**src/rtl/cpu7_tlb_dmw_pkg.sv**
```systemverilog
// cpu7_tlb_dmw_pkg: CSR addresses, field positions, exception codes and shared types for the DMW translator
package cpu7_tlb_dmw_pkg;
  localparam logic [13:0] CSR_CRMD = 14'h000;
  localparam logic [13:0] CSR_DMW0 = 14'h180;
  localparam logic [13:0] CSR_DMW1 = 14'h181;
  localparam int CRMD_PLV  = 0;
  localparam int CRMD_DA   = 3;
  localparam int CRMD_PG   = 4;
  localparam int CRMD_DATF = 5;
  localparam int CRMD_DATM = 7;
  localparam int DMW_PLV0  = 0;
  localparam int DMW_PLV3  = 3;
  localparam int DMW_MAT   = 4;
  localparam int DMW_PSEG  = 25;
  localparam int DMW_VSEG  = 29;
  localparam logic [5:0] EXC_TLBR = 6'h3F;
  localparam logic [5:0] EXC_ADEF = 6'h08;
  typedef enum logic {ST_IDLE, ST_RESP} resp_st_e;
  typedef struct packed {
    logic [1:0] datm;
    logic [1:0] datf;
    logic       pg;
    logic       da;
    logic [1:0] plv;
  } crmd_t;
  typedef struct packed {
    logic [2:0] vseg;
    logic [2:0] pseg;
    logic [1:0] mat;
    logic       plv3;
    logic       plv0;
  } dmw_t;
  localparam crmd_t CRMD_RST = '{da: 1'b1, default: '0};
  function automatic crmd_t crmd_decode(logic [31:0] d);
    return '{plv: d[CRMD_PLV+:2], da: d[CRMD_DA], pg: d[CRMD_PG], datf: d[CRMD_DATF+:2], datm: d[CRMD_DATM+:2]};
  endfunction
  function automatic dmw_t dmw_decode(logic [31:0] d);
    return '{plv0: d[DMW_PLV0], plv3: d[DMW_PLV3], mat: d[DMW_MAT+:2], pseg: d[DMW_PSEG+:3], vseg: d[DMW_VSEG+:3]};
  endfunction
  function automatic logic dmw_match(dmw_t d, logic [2:0] vs, logic [1:0] plv);
    return d.vseg == vs && (plv == 2'd0 ? d.plv0 : plv == 2'd3 && d.plv3);
  endfunction
endpackage

```
**src/rtl/cpu7_tlb_dmw_if.sv**
```systemverilog
// cpu7_tlb_dmw_if: CSR snoop bus plus icache and dcache translation ports
interface cpu7_tlb_dmw_if #(parameter int GRLEN = 32, parameter int PABITS = 32, parameter int CSR_BIT = 14);
  logic               csr_wen;
  logic [CSR_BIT-1:0] csr_waddr;
  logic [GRLEN-1:0]   csr_wdata;
  logic               inst_tlb_req;
  logic [GRLEN-1:0]   inst_tlb_vaddr;
  logic               inst_tlb_cacop;
  logic               itlb_cache_recv;
  logic               itlb_finish;
  logic               itlb_hit;
  logic               itlb_uncache;
  logic [PABITS-1:0]  itlb_paddr;
  logic [5:0]         itlb_exccode;
  logic               data_tlb_req;
  logic               data_tlb_wr;
  logic [GRLEN-1:0]   data_tlb_vaddr;
  logic               dtlb_no_trans;
  logic               dtlb_p_pgcl;
  logic               dtlb_cache_recv;
  logic               dtlb_finish;
  logic               dtlb_hit;
  logic               dtlb_uncache;
  logic [PABITS-1:0]  dtlb_paddr;
  logic [5:0]         dtlb_exccode;
  modport master(
    output csr_wen, csr_waddr, csr_wdata,
    output inst_tlb_req, inst_tlb_vaddr, inst_tlb_cacop, itlb_cache_recv,
    input  itlb_finish, itlb_hit, itlb_uncache, itlb_paddr, itlb_exccode,
    output data_tlb_req, data_tlb_wr, data_tlb_vaddr, dtlb_no_trans, dtlb_p_pgcl, dtlb_cache_recv,
    input  dtlb_finish, dtlb_hit, dtlb_uncache, dtlb_paddr, dtlb_exccode
  );
  modport slave(
    input  csr_wen, csr_waddr, csr_wdata,
    input  inst_tlb_req, inst_tlb_vaddr, inst_tlb_cacop, itlb_cache_recv,
    output itlb_finish, itlb_hit, itlb_uncache, itlb_paddr, itlb_exccode,
    input  data_tlb_req, data_tlb_wr, data_tlb_vaddr, dtlb_no_trans, dtlb_p_pgcl, dtlb_cache_recv,
    output dtlb_finish, dtlb_hit, dtlb_uncache, dtlb_paddr, dtlb_exccode
  );
endinterface

```
**src/rtl/cpu7_tlb_dmw_port.sv**
```systemverilog
// cpu7_tlb_dmw_port: one translation port, window lookup feeding a registered IDLE/RESP response
module cpu7_tlb_dmw_port import cpu7_tlb_dmw_pkg::*; #(parameter int GRLEN = 32, parameter int PABITS = 32) (
  input  logic              clk,
  input  logic              reset,
  input  logic              i_req,
  input  logic              i_recv,
  input  logic [GRLEN-1:0]  i_vaddr,
  input  logic              i_direct,
  input  logic              i_align,
  input  logic [1:0]        i_plv,
  input  logic [1:0]        i_mat,
  input  dmw_t              i_dmw0,
  input  dmw_t              i_dmw1,
  output logic              o_finish,
  output logic              o_hit,
  output logic              o_uncache,
  output logic [PABITS-1:0] o_paddr,
  output logic [5:0]        o_exccode
);
  resp_st_e          r_st;
  logic              w_m0, w_m1, w_win, w_mis, w_hit, w_uc, w_cap;
  dmw_t              w_dmw;
  logic [31:0]       w_wpa;
  logic [PABITS-1:0] w_pa;
  logic [5:0]        w_exc;
  always_comb begin
    w_m0  = dmw_match(i_dmw0, i_vaddr[31:29], i_plv);
    w_m1  = dmw_match(i_dmw1, i_vaddr[31:29], i_plv);
    w_dmw = w_m0 ? i_dmw0 : i_dmw1;
    w_wpa = {w_dmw.pseg, i_vaddr[28:0]};
    w_mis = i_align && i_vaddr[1:0] != 2'b00;
    w_win = !i_direct && (w_m0 || w_m1);
    w_hit = !w_mis && (i_direct || w_win);
    w_uc  = w_mis ? 1'b0 : i_direct ? i_mat == 2'b00 : w_win && w_dmw.mat == 2'b00;
    w_pa  = !w_mis && w_win ? PABITS'(w_wpa) : PABITS'(i_vaddr);
    w_exc = w_mis ? EXC_ADEF : w_hit ? 6'h00 : EXC_TLBR;
    w_cap = i_req && (r_st == ST_IDLE || i_recv);
  end
  // a held response (RESP, no recv) ignores new requests and keeps its old result
  always_ff @(posedge clk) begin
    if (reset) begin
      r_st      <= ST_IDLE;
      o_hit     <= 1'b0;
      o_uncache <= 1'b0;
      o_paddr   <= '0;
      o_exccode <= '0;
    end else if (w_cap) begin
      r_st      <= ST_RESP;
      o_hit     <= w_hit;
      o_uncache <= w_uc;
      o_paddr   <= w_pa;
      o_exccode <= w_exc;
    end else if (r_st == ST_RESP && i_recv) begin
      r_st <= ST_IDLE;
    end
  end
  assign o_finish = r_st == ST_RESP;
endmodule

```
**src/rtl/cpu7_tlb_dmw.sv**
```systemverilog
// cpu7_tlb_dmw: direct-mapped-window translator for the icache and dcache, with snooped CRMD/DMW0/DMW1 copies
module cpu7_tlb_dmw import cpu7_tlb_dmw_pkg::*; #(parameter int GRLEN = 32, parameter int PABITS = 32, parameter int CSR_BIT = 14) (
  input logic clk,
  input logic reset,
  cpu7_tlb_dmw_if.slave bus
);
  crmd_t r_crmd;
  dmw_t  r_dmw0, r_dmw1;
  logic  w_unused;
  always_ff @(posedge clk) begin
    if (reset) begin
      r_crmd <= CRMD_RST;
      r_dmw0 <= '0;
      r_dmw1 <= '0;
    end else if (bus.csr_wen) begin
      if (bus.csr_waddr == CSR_BIT'(CSR_CRMD)) r_crmd <= crmd_decode(bus.csr_wdata[31:0]);
      if (bus.csr_waddr == CSR_BIT'(CSR_DMW0)) r_dmw0 <= dmw_decode(bus.csr_wdata[31:0]);
      if (bus.csr_waddr == CSR_BIT'(CSR_DMW1)) r_dmw1 <= dmw_decode(bus.csr_wdata[31:0]);
    end
  end
  // DA alone selects direct mode, so PG is kept only as a shadow copy
  assign w_unused = ^{r_crmd.pg, bus.csr_wdata, bus.data_tlb_wr, bus.dtlb_p_pgcl};
  cpu7_tlb_dmw_port #(.GRLEN(GRLEN), .PABITS(PABITS)) u_inst (
    .clk(clk), .reset(reset), .i_req(bus.inst_tlb_req), .i_recv(bus.itlb_cache_recv),
    .i_vaddr(bus.inst_tlb_vaddr), .i_direct(r_crmd.da), .i_align(!bus.inst_tlb_cacop),
    .i_plv(r_crmd.plv), .i_mat(r_crmd.datf), .i_dmw0(r_dmw0), .i_dmw1(r_dmw1),
    .o_finish(bus.itlb_finish), .o_hit(bus.itlb_hit), .o_uncache(bus.itlb_uncache),
    .o_paddr(bus.itlb_paddr), .o_exccode(bus.itlb_exccode)
  );
  cpu7_tlb_dmw_port #(.GRLEN(GRLEN), .PABITS(PABITS)) u_data (
    .clk(clk), .reset(reset), .i_req(bus.data_tlb_req), .i_recv(bus.dtlb_cache_recv),
    .i_vaddr(bus.data_tlb_vaddr), .i_direct(r_crmd.da || bus.dtlb_no_trans), .i_align(1'b0),
    .i_plv(r_crmd.plv), .i_mat(r_crmd.datm), .i_dmw0(r_dmw0), .i_dmw1(r_dmw1),
    .o_finish(bus.dtlb_finish), .o_hit(bus.dtlb_hit), .o_uncache(bus.dtlb_uncache),
    .o_paddr(bus.dtlb_paddr), .o_exccode(bus.dtlb_exccode)
  );
endmodule

```
**src/flat_wrapper.sv**
```systemverilog
// flat-port wrapper written by rule: the top's interface ports become plain ports
module cpu7_tlb_dmw_flat import cpu7_tlb_dmw_pkg::*;
#(parameter int GRLEN = 32, parameter int PABITS = 32, parameter int CSR_BIT = 14)
  (clk, reset, bus_csr_wen, bus_csr_waddr, bus_csr_wdata, bus_inst_tlb_req, bus_inst_tlb_vaddr, bus_inst_tlb_cacop, bus_itlb_cache_recv, bus_itlb_finish, bus_itlb_hit, bus_itlb_uncache, bus_itlb_paddr, bus_itlb_exccode, bus_data_tlb_req, bus_data_tlb_wr, bus_data_tlb_vaddr, bus_dtlb_no_trans, bus_dtlb_p_pgcl, bus_dtlb_cache_recv, bus_dtlb_finish, bus_dtlb_hit, bus_dtlb_uncache, bus_dtlb_paddr, bus_dtlb_exccode);
  cpu7_tlb_dmw_if #(.GRLEN(GRLEN), .PABITS(PABITS), .CSR_BIT(CSR_BIT)) bus_i ();
  input logic clk;
  input logic reset;
  input wire logic [$bits(bus_i.csr_wen)-1:0] bus_csr_wen;
  input wire logic [$bits(bus_i.csr_waddr)-1:0] bus_csr_waddr;
  input wire logic [$bits(bus_i.csr_wdata)-1:0] bus_csr_wdata;
  input wire logic [$bits(bus_i.inst_tlb_req)-1:0] bus_inst_tlb_req;
  input wire logic [$bits(bus_i.inst_tlb_vaddr)-1:0] bus_inst_tlb_vaddr;
  input wire logic [$bits(bus_i.inst_tlb_cacop)-1:0] bus_inst_tlb_cacop;
  input wire logic [$bits(bus_i.itlb_cache_recv)-1:0] bus_itlb_cache_recv;
  output wire logic [$bits(bus_i.itlb_finish)-1:0] bus_itlb_finish;
  output wire logic [$bits(bus_i.itlb_hit)-1:0] bus_itlb_hit;
  output wire logic [$bits(bus_i.itlb_uncache)-1:0] bus_itlb_uncache;
  output wire logic [$bits(bus_i.itlb_paddr)-1:0] bus_itlb_paddr;
  output wire logic [$bits(bus_i.itlb_exccode)-1:0] bus_itlb_exccode;
  input wire logic [$bits(bus_i.data_tlb_req)-1:0] bus_data_tlb_req;
  input wire logic [$bits(bus_i.data_tlb_wr)-1:0] bus_data_tlb_wr;
  input wire logic [$bits(bus_i.data_tlb_vaddr)-1:0] bus_data_tlb_vaddr;
  input wire logic [$bits(bus_i.dtlb_no_trans)-1:0] bus_dtlb_no_trans;
  input wire logic [$bits(bus_i.dtlb_p_pgcl)-1:0] bus_dtlb_p_pgcl;
  input wire logic [$bits(bus_i.dtlb_cache_recv)-1:0] bus_dtlb_cache_recv;
  output wire logic [$bits(bus_i.dtlb_finish)-1:0] bus_dtlb_finish;
  output wire logic [$bits(bus_i.dtlb_hit)-1:0] bus_dtlb_hit;
  output wire logic [$bits(bus_i.dtlb_uncache)-1:0] bus_dtlb_uncache;
  output wire logic [$bits(bus_i.dtlb_paddr)-1:0] bus_dtlb_paddr;
  output wire logic [$bits(bus_i.dtlb_exccode)-1:0] bus_dtlb_exccode;
  assign bus_i.csr_wen = bus_csr_wen;
  assign bus_i.csr_waddr = bus_csr_waddr;
  assign bus_i.csr_wdata = bus_csr_wdata;
  assign bus_i.inst_tlb_req = bus_inst_tlb_req;
  assign bus_i.inst_tlb_vaddr = bus_inst_tlb_vaddr;
  assign bus_i.inst_tlb_cacop = bus_inst_tlb_cacop;
  assign bus_i.itlb_cache_recv = bus_itlb_cache_recv;
  assign bus_itlb_finish = bus_i.itlb_finish;
  assign bus_itlb_hit = bus_i.itlb_hit;
  assign bus_itlb_uncache = bus_i.itlb_uncache;
  assign bus_itlb_paddr = bus_i.itlb_paddr;
  assign bus_itlb_exccode = bus_i.itlb_exccode;
  assign bus_i.data_tlb_req = bus_data_tlb_req;
  assign bus_i.data_tlb_wr = bus_data_tlb_wr;
  assign bus_i.data_tlb_vaddr = bus_data_tlb_vaddr;
  assign bus_i.dtlb_no_trans = bus_dtlb_no_trans;
  assign bus_i.dtlb_p_pgcl = bus_dtlb_p_pgcl;
  assign bus_i.dtlb_cache_recv = bus_dtlb_cache_recv;
  assign bus_dtlb_finish = bus_i.dtlb_finish;
  assign bus_dtlb_hit = bus_i.dtlb_hit;
  assign bus_dtlb_uncache = bus_i.dtlb_uncache;
  assign bus_dtlb_paddr = bus_i.dtlb_paddr;
  assign bus_dtlb_exccode = bus_i.dtlb_exccode;
  cpu7_tlb_dmw #(.GRLEN(GRLEN), .PABITS(PABITS), .CSR_BIT(CSR_BIT)) u_core (.clk(clk), .reset(reset), .bus(bus_i));
endmodule
```
**config.mk**
```make
export PLATFORM = sky130hd
export DESIGN_NAME = cpu7_tlb_dmw_flat
export DESIGN_NICKNAME = d
export VERILOG_FILES = /design/src/rtl/cpu7_tlb_dmw_pkg.sv /design/src/rtl/cpu7_tlb_dmw_if.sv /design/src/rtl/cpu7_tlb_dmw_port.sv /design/src/rtl/cpu7_tlb_dmw.sv /design/src/flat_wrapper.sv
export SDC_FILE = /design/constraint.sdc
export NUM_CORES = 1
export LEC_CHECK = 0
export CAP_MARGIN = 30
export CORE_MARGIN = 8
export CORE_UTILIZATION = 36
export CTS_CLUSTER_SIZE = 14
export DETAILED_ROUTE_END_ITERATION = 10
export MAX_ROUTING_LAYER = met4
export PLACE_DENSITY = 0.8
export SYNTH_ARGS = -nofsm -noshare
export SYNTH_HDL_FRONTEND = slang
export SYNTH_SLANG_ARGS = --single-unit
export TNS_END_PERCENT = 20
```
**constraint.sdc**
```tcl
create_clock -name clk -period 1.7 [get_ports clk]
set_clock_uncertainty 0.2 [all_clocks]
set_input_delay 0.17 -clock clk [delete_from_list [all_inputs] [get_ports clk]]
set_output_delay 0.17 -clock clk [all_outputs]
set_load 0.02 [all_outputs]
```
==> results of run 1 <==
==> cell families (layout without fill, tap and decap cells) <==
kind of cell	Yosys count	after routing	share of synthesized area (%)
compound gates	101	101	15.3
xor+xnor	12	12	2.61
buf+inv	42	243	4.84
flops	100	100	49.6
mux	22	22	5.46
simple gates	204	205	22.2
==> through the flow <==
| stage | setup TNS, ns | hold slack [ns] | area (um^2) | util (%) | total power, mW |
|---|---|---|---|---|---|
| detailed placement | -22.07 | 0.246 | 6150 | 56.5 | 3.47 |
| CTS | -0.164 | 0.0309 | 6350 | 58.4 | 5.10 |
| global route | -0.721 | 0.0752 | 6590 | 60.5 | 5.27 |
| finish | -0.0956 | 0.0447 | 6590 | 60.5 | 5.05 |
| global placement | -18.23 | 0.233 | 6150 | 56.5 | 3.44 |
| floorplan | 0 | 0.0995 | 4040 | - | 2.89 |
==> worst max-delay path, delay by kind of cell, from the launching register on <==
family	cells	cell delay, ns
compound gates	3	0.65
flops	1	0.37
simple gates	2	0.46
==> where the power goes <==
group	total [mW]	internal (mW)	switching, mW	leakage (nW)
sequential	2.48	2.44	0.0472	0.822
clock	1.69	0.876	0.810	0.110
combinational	0.875	0.438	0.437	2.22
total	5.05	3.75	1.29	3.15
==> flip-flops by register name, indices dropped and copies added (netlist names) <==
name and flops:
u_core.u_data.o_paddr 32, u_core.u_inst.o_paddr 32, u_core.r_dmw0 10, u_core.r_dmw1 10, u_core.r_crmd 7, u_core.u_inst.o_exccode 2
u_core.u_data.o_exccode 1, u_core.u_data.o_finish 1, u_core.u_data.o_hit 1, u_core.u_data.o_uncache 1, u_core.u_inst.o_finish 1, u_core.u_inst.o_hit 1
u_core.u_inst.o_uncache 1
==> metal layers <==
layer | vias to the layer above | routed length [um] | global-route usage, % | share of wire [%]
li1 | 2010 | - | - | -
met1 | 1898 | 5470 | 19.9 | 40
met2 | 142 | 6810 | 30.3 | 50
met3 | 21 | 990 | 4.07 | 7.3
met4 | 0 | 257 | 6.17 | 1.9
met5 | - | 0 | - | 0
==> cell type report <==
cell class                      instances  area, um^2
Clock buffer                           11         141
Clock inverter                          5        85.1
Fill cell                             950        4300
Inverter                                5        18.8
Multi-Input combinational cell        340        2020
Sequential cell                       100        2020
Tap cell                              140         175
Timing Repair Buffer                  222        2120
==> placed cells by master, fill, tap and decap left out, drive strengths merged, types with 4 or more instances in the layout <==
cell and instances:
nand2 145, dfxtp 100, clkdlybuf4s50 87, a21oi 73
dlygate4sd2 64, buf 41, dlymetal6s2s 27, nor2 22
mux2i 22, nand3 12, clkbuf 11, xnor2 9
and3 5, inv 4
==> what timing repair did <==
action | 4_1_cts | 5_1_grt
pin swaps | 6 | 19
gates cloned | 0 | 1
endpoints found under the setup margin | 88 | 56
resized for setup | 85 | 56
buffers inserted | 0 | 3
==> path summary, 6_finish.rpt <==
path | end | slack (ns) | start
max reg2reg | u_core.u_data.o_uncache$_SDFFE_PP0P_ | -0.05 | u_core.r_crmd[0]$_SDFFE_PP0P_
min reg2reg | u_core.u_data.o_paddr[15]$_SDFFE_PP0P_ | 0.26 | u_core.u_data.o_paddr[15]$_SDFFE_PP0P_
min | u_core.r_crmd[2]$_SDFFE_PP1P_ | 0.04 | reset
max | u_core.u_data.o_uncache$_SDFFE_PP0P_ | -0.05 | u_core.r_crmd[0]$_SDFFE_PP0P_
==> metrics.txt, run 1 <==
worst path required time=~1.8 ns; RSZ-0062 raised after global routing=true; Root Buffer=clkbuf_8; most common cell in the netlist=nand2_1; vias in the first global route=4227; Layout Nets=roughly 800; top cells by count, synth=nand2_1, dfxtp_1, a21oi_1; Starting DRT DRC Count=183; Tmin final=between 1.5 and 2 ns; syn nets=approximately 600; Layout Area Growth over Synthesis=63.2%; Clock Path Buffers=2; TritonCTS clock tree=yes; Post-synth EDFFs=0; Die Y=roughly 120 um; fmax=between 500 and 600 MHz; synth warn=0; GPL Wtd Cong=roughly 0.82; WL final=around 14 mm; r2r worst-path depth=5; row count=38; largest net degree at the start of global routing=54; peak supply drop=~0.00056 V; top cells by area, synth=dfxtp_1, nand2_1, a21oi_1; clk slew on worst S/H paths=0.10 ns; Setup crit end kind=register; HPWL Detailed=10.2 mm; number of diodes=0; Vias=between 4000 and 5000; max_cap viols=0; Seq cells post-synth=100; Clock Latency Late Sink=0.36 ns; DRC viols=0; Die X=approximately 120 um; Post-Synthesis Cells=approximately 480; antenna violations before repair=0; remaining antenna violation count after routing=0; CP startpoint kind=register; Max-slew headroom=a little over three fifths; leakage=between 3 and 4 nW; final hold violation count=0; share of layout cells above drive strength 1=between 10% and 20%; port buffer count=182; dpl cells=between 800 and 900; TritonRoute pass-1 iters=4; Mean Syn Cell Area=8.39 um^2; Final WS setup=-0.0495 ns; core area=around 11000 um^2; Syn Std Cell Area=slightly above 4000 um^2; Hold Crit Depth=3; power density over cell area=~770 nW/um^2; CTS Buf Count=9; status=complete, but fails checks; Worst Tran Pin Value=between 0.5 and 0.6 ns; Final Non-Filler Cells=823; first-pass GRT wire length=20.8 mm; Largest stage delay, worst path=~0.37 ns; Setup WS pre-CTS=-0.434 ns; gr usage total=17.7%; CP max stage cell=dfxtp_2; crit path kind=register to register; routed vias/inst=roughly 5; CP cell instances=and3_4, or2_4, a211o_1, a21oi_2, o221a_2; Post-CTS Hold Buffers=0; H-tree levels=3; die area=14800 um^2; worst path arrival time=about 1.9 ns; Initial Util=approximately 37%; Main synth FF type=dfxtp_1; Crit Path Max Fanout=5; worst hold path class=input pin to register; detailed-route wire length per cell=around 16 um; synth unique cells=43; clk sink count=100; violated checks=negative setup slack; largest area contributor in the netlist=dfxtp_1; share of synthesized registers carrying an async set or reset=0%; I/O pins=between 200 and 250; post-synthesis sequential area ratio=between 40 and 50%; Final Slew Violations=0; GR Overflow Total=0; Synth top area share=between 40% and 50%; final-report setup violation count=4; period utilization=103%
No activity file was read; power rests on OpenSTA's default activity.
==> inputs of run 2 (changes only) <==
--- a/config.mk
+++ b/config.mk
@@ -10,8 +10,9 @@
 export CORE_UTILIZATION = 36
 export CTS_CLUSTER_SIZE = 14
 export DETAILED_ROUTE_END_ITERATION = 10
-export MAX_ROUTING_LAYER = met4
 export PLACE_DENSITY = 0.8
+export SKIP_CTS_REPAIR_TIMING = 1
+export SLEW_MARGIN = 20
 export SYNTH_ARGS = -nofsm -noshare
 export SYNTH_HDL_FRONTEND = slang
 export SYNTH_SLANG_ARGS = --single-unit
==> run 2 against run 1 <==
The flow still finishes with violations (negative setup slack); flip-flop and latch count did not move; sequential share of layout area shrank 1.1 points; final area increased by 4.0%; register-to-register slack worse by 0.06 ns; critical path depth rose by 2; maximum frequency decreased by 5.6%; first-iteration DRC count rose by 15%; die area unchanged; critical path type is now input pin to register; critical endpoint unchanged.
==> metrics.txt, run 2 (synthesized netlist as in run 1, its figures left out) <==
Setup WS pre-CTS=-0.434 ns (unchanged); fmax=540 MHz (was 572 MHz); largest net degree at the start of global routing=54 (unchanged); Final Non-Filler Cells=822 (was 823); CTS Buf Count=9 (unchanged); Setup crit end kind=register (unchanged); I/O pins=203 (unchanged); Root Buffer=clkbuf_8 (unchanged); leakage=3.96 nW (was 3.15 nW); Final WS setup=-0.153 ns (was -0.0495 ns); Clock Latency Late Sink=0.36 ns (about the same); Max-slew headroom=64.6% (was 63.3%); P_int=3.79 mW (was 3.75 mW); power density over cell area=744 nW/um^2 (was 766 nW/um^2); share of layout cells above drive strength 1=15.0% (was 14.8%); final-report setup violation count=8 (was 4); WL final=14.1 mm (was 13.5 mm); HPWL Detailed=10.2 mm (unchanged); antenna violations before repair=0 (unchanged); detailed-route wire length per cell=17.2 um (was 16.4 um); CP delay by family, top=buffers and inverters (was compound AO/OA/AOI/OAI gates); TritonRoute pass-1 iters=4 (unchanged); worst path arrival time=1.96 ns (was 1.85 ns); clk slew on worst S/H paths=0.10 ns (about the same); CP startpoint kind=input pin (was register); Vias=4112 (was 4071); dpl cells=804 (unchanged); Final Slew Violations=0 (unchanged); Crit Path Max Fanout=3 (was 5); clk sink count=100 (unchanged); Net Switching=1.31 mW (was 1.29 mW); GPL Wtd Cong=0.808 (was 0.819); most frequent cells in the layout=nand2_1, dfxtp_1, dlymetal6s2s_1, clkdlybuf4s50_1, a21oi_1 (was nand2_1, dfxtp_1, clkdlybuf4s50_1, a21oi_1, dlygate4sd2_1); commonest non-fill, non-tap cell in the layout=nand2_1 (unchanged); Die Y=122 um (unchanged); area of the multi-input gates=2020 um^2 (about the same); period utilization=109% (was 103%); TritonCTS clock tree=yes (unchanged); status=complete, but fails checks (unchanged); vias in the first global route=4175 (was 4227); worst path required time=1.80 ns (about the same); Flop pwr share=48.7% (was 49.2%); FF/Latch Area=2020 um^2 (about the same); number of diodes=0 (unchanged); placed cell area=6150 um^2 (unchanged); Final Power=5.09 mW (was 5.05 mW); die area=14800 um^2 (unchanged); FILL cells=895 (was 950); final instance area=6850 um^2 (was 6590 um^2); final hold slack=0.0598 ns (was 0.0447 ns); first-pass GRT wire length=20.4 mm (was 20.8 mm); routed vias/inst=5.00 (was 4.95); CP cell instances=clkdlybuf4s50_1, xor2_2, nor3_4, buf_4, a211o_1, a21oi_2, o221a_2 (was and3_4, or2_4, a211o_1, a21oi_2, o221a_2); logic gate share of total power=18.0% (was 17.3%); max_cap viols=0 (unchanged); H-tree levels=3 (unchanged); Clock Path Buffers=2 (unchanged); largest registers=u_core.u_data.o_paddr (32), u_core.u_inst.o_paddr (32) (unchanged); crit path kind=input pin to register (was register to register); CP max stage cell=clkdlybuf4s50_1 (was dfxtp_2); row count=38 (unchanged); Starting DRT DRC Count=210 (was 183); violated checks=negative setup slack (unchanged); peak supply drop=0.000571 V (was 0.000559 V); Layout Area Growth over Synthesis=69.8% (was 63.2%); Die X=122 um (unchanged); RSZ-0062 raised after global routing=true (unchanged); final hold violation count=0 (unchanged); Layout Nets=798 (was 799); WP buf/inv=2 (was 0); Clk pwr share=33.3% (was 33.4%); gr usage total=16.9% (was 17.7%); DRC viols=0 (unchanged); Initial Util=37.0% (unchanged); remaining antenna violation count after routing=0 (unchanged); worst hold path class=input pin to register (unchanged); GR Overflow Total=0 (unchanged); port buffer count=182 (unchanged); Worst Tran Pin Value=0.531 ns (was 0.551 ns); fraction of power spent switching nets=25.7% (was 25.6%); Largest stage delay, worst path=0.61 ns (was 0.37 ns); core area=10900 um^2 (unchanged); Tmin final=1.85 ns (was 1.75 ns)
-- run 2: cell types whose count changed in the layout (fill, tap and decap cells not counted), moves of 2 or more --
cell	before	now
mux2i_2	2	4
dlygate4sd2_1	64	0
dlymetal6s2s_1	27	92
or3_4	3	1
clkdlybuf4s50_1	87	89
buf_6	2	0
clkdlybuf4s15_1	3	0
-- run 2: area by class of cell --
type	count	area share [%]
multi-input cells	339	29.5
clock buffers	11	2.06
well taps	140	2.56
repair buffers	222	34.9
flip-flops and latches	100	29.5
inverters	5	0.274
clock inverters	5	1.24
-- run 2: metal layers --
layer / up-vias / wire length, um / share of wire (%) / global-route usage [%]
met1: 1931 / 5600 / 40 / 19.0
met4: 0 / 250 / 1.8 / 6.09
met2: 155 / 7210 / 51 / 29.7
li1: 2004 / - / - / -
met5: - / 0 / 0 / 0
met3: 22 / 1060 / 7.5 / 4.86
-- run 2: path summary, 6_finish.rpt --
| check | slack [ns] | cells after the start | startpoint | endpoint |
|---|---|---|---|---|
| worst min-delay path | 0.06 | 3 | reset | u_core.r_crmd[2]$_SDFFE_PP1P_ |
| worst max register to register | -0.11 | 6 | u_core.r_dmw0[0]$_SDFFE_PP0P_ | u_core.u_data.o_uncache$_SDFFE_PP0P_ |
| worst min register to register | 0.26 | 2 | u_core.u_data.o_paddr[15]$_SDFFE_PP0P_ | u_core.u_data.o_paddr[15]$_SDFFE_PP0P_ |
| worst max-delay path | -0.15 | 7 | bus_data_tlb_vaddr[30] | u_core.u_data.o_uncache$_SDFFE_PP0P_ |
-- run 2: stage by stage --
| stage | util [%] | TNS, ns |
|---|---|---|
| global route | 62.9 | -0.962 |
| finish | 62.9 | -0.603 |
| floorplan | - | 0 |
| global placement | 56.5 | -18.23 |
| CTS | 58.5 | -4.54 |
| detailed placement | 56.5 | -22.07 |
-- run 2: power by group through the flow --
stage          clock, mW  combinational (mW)  sequential (mW)
5_1_grt             1.83               0.978             2.50
3_3_place_gp           0               0.901             2.54
3_5_place_dp           0               0.920             2.55
6_report            1.69               0.917             2.48
4_1_cts             1.74               0.923             2.49
2_1_floorplan          0               0.226             2.67
-- run 2: worst reg2reg max path, stage by stage, from the launching register on --
cell	delay, ns
dfxtp_2	0.34
nor3b_4	0.17
buf_4	0.13
or2_4	0.27
a211o_1	0.31
a21oi_2	0.16
o221a_2	0.19
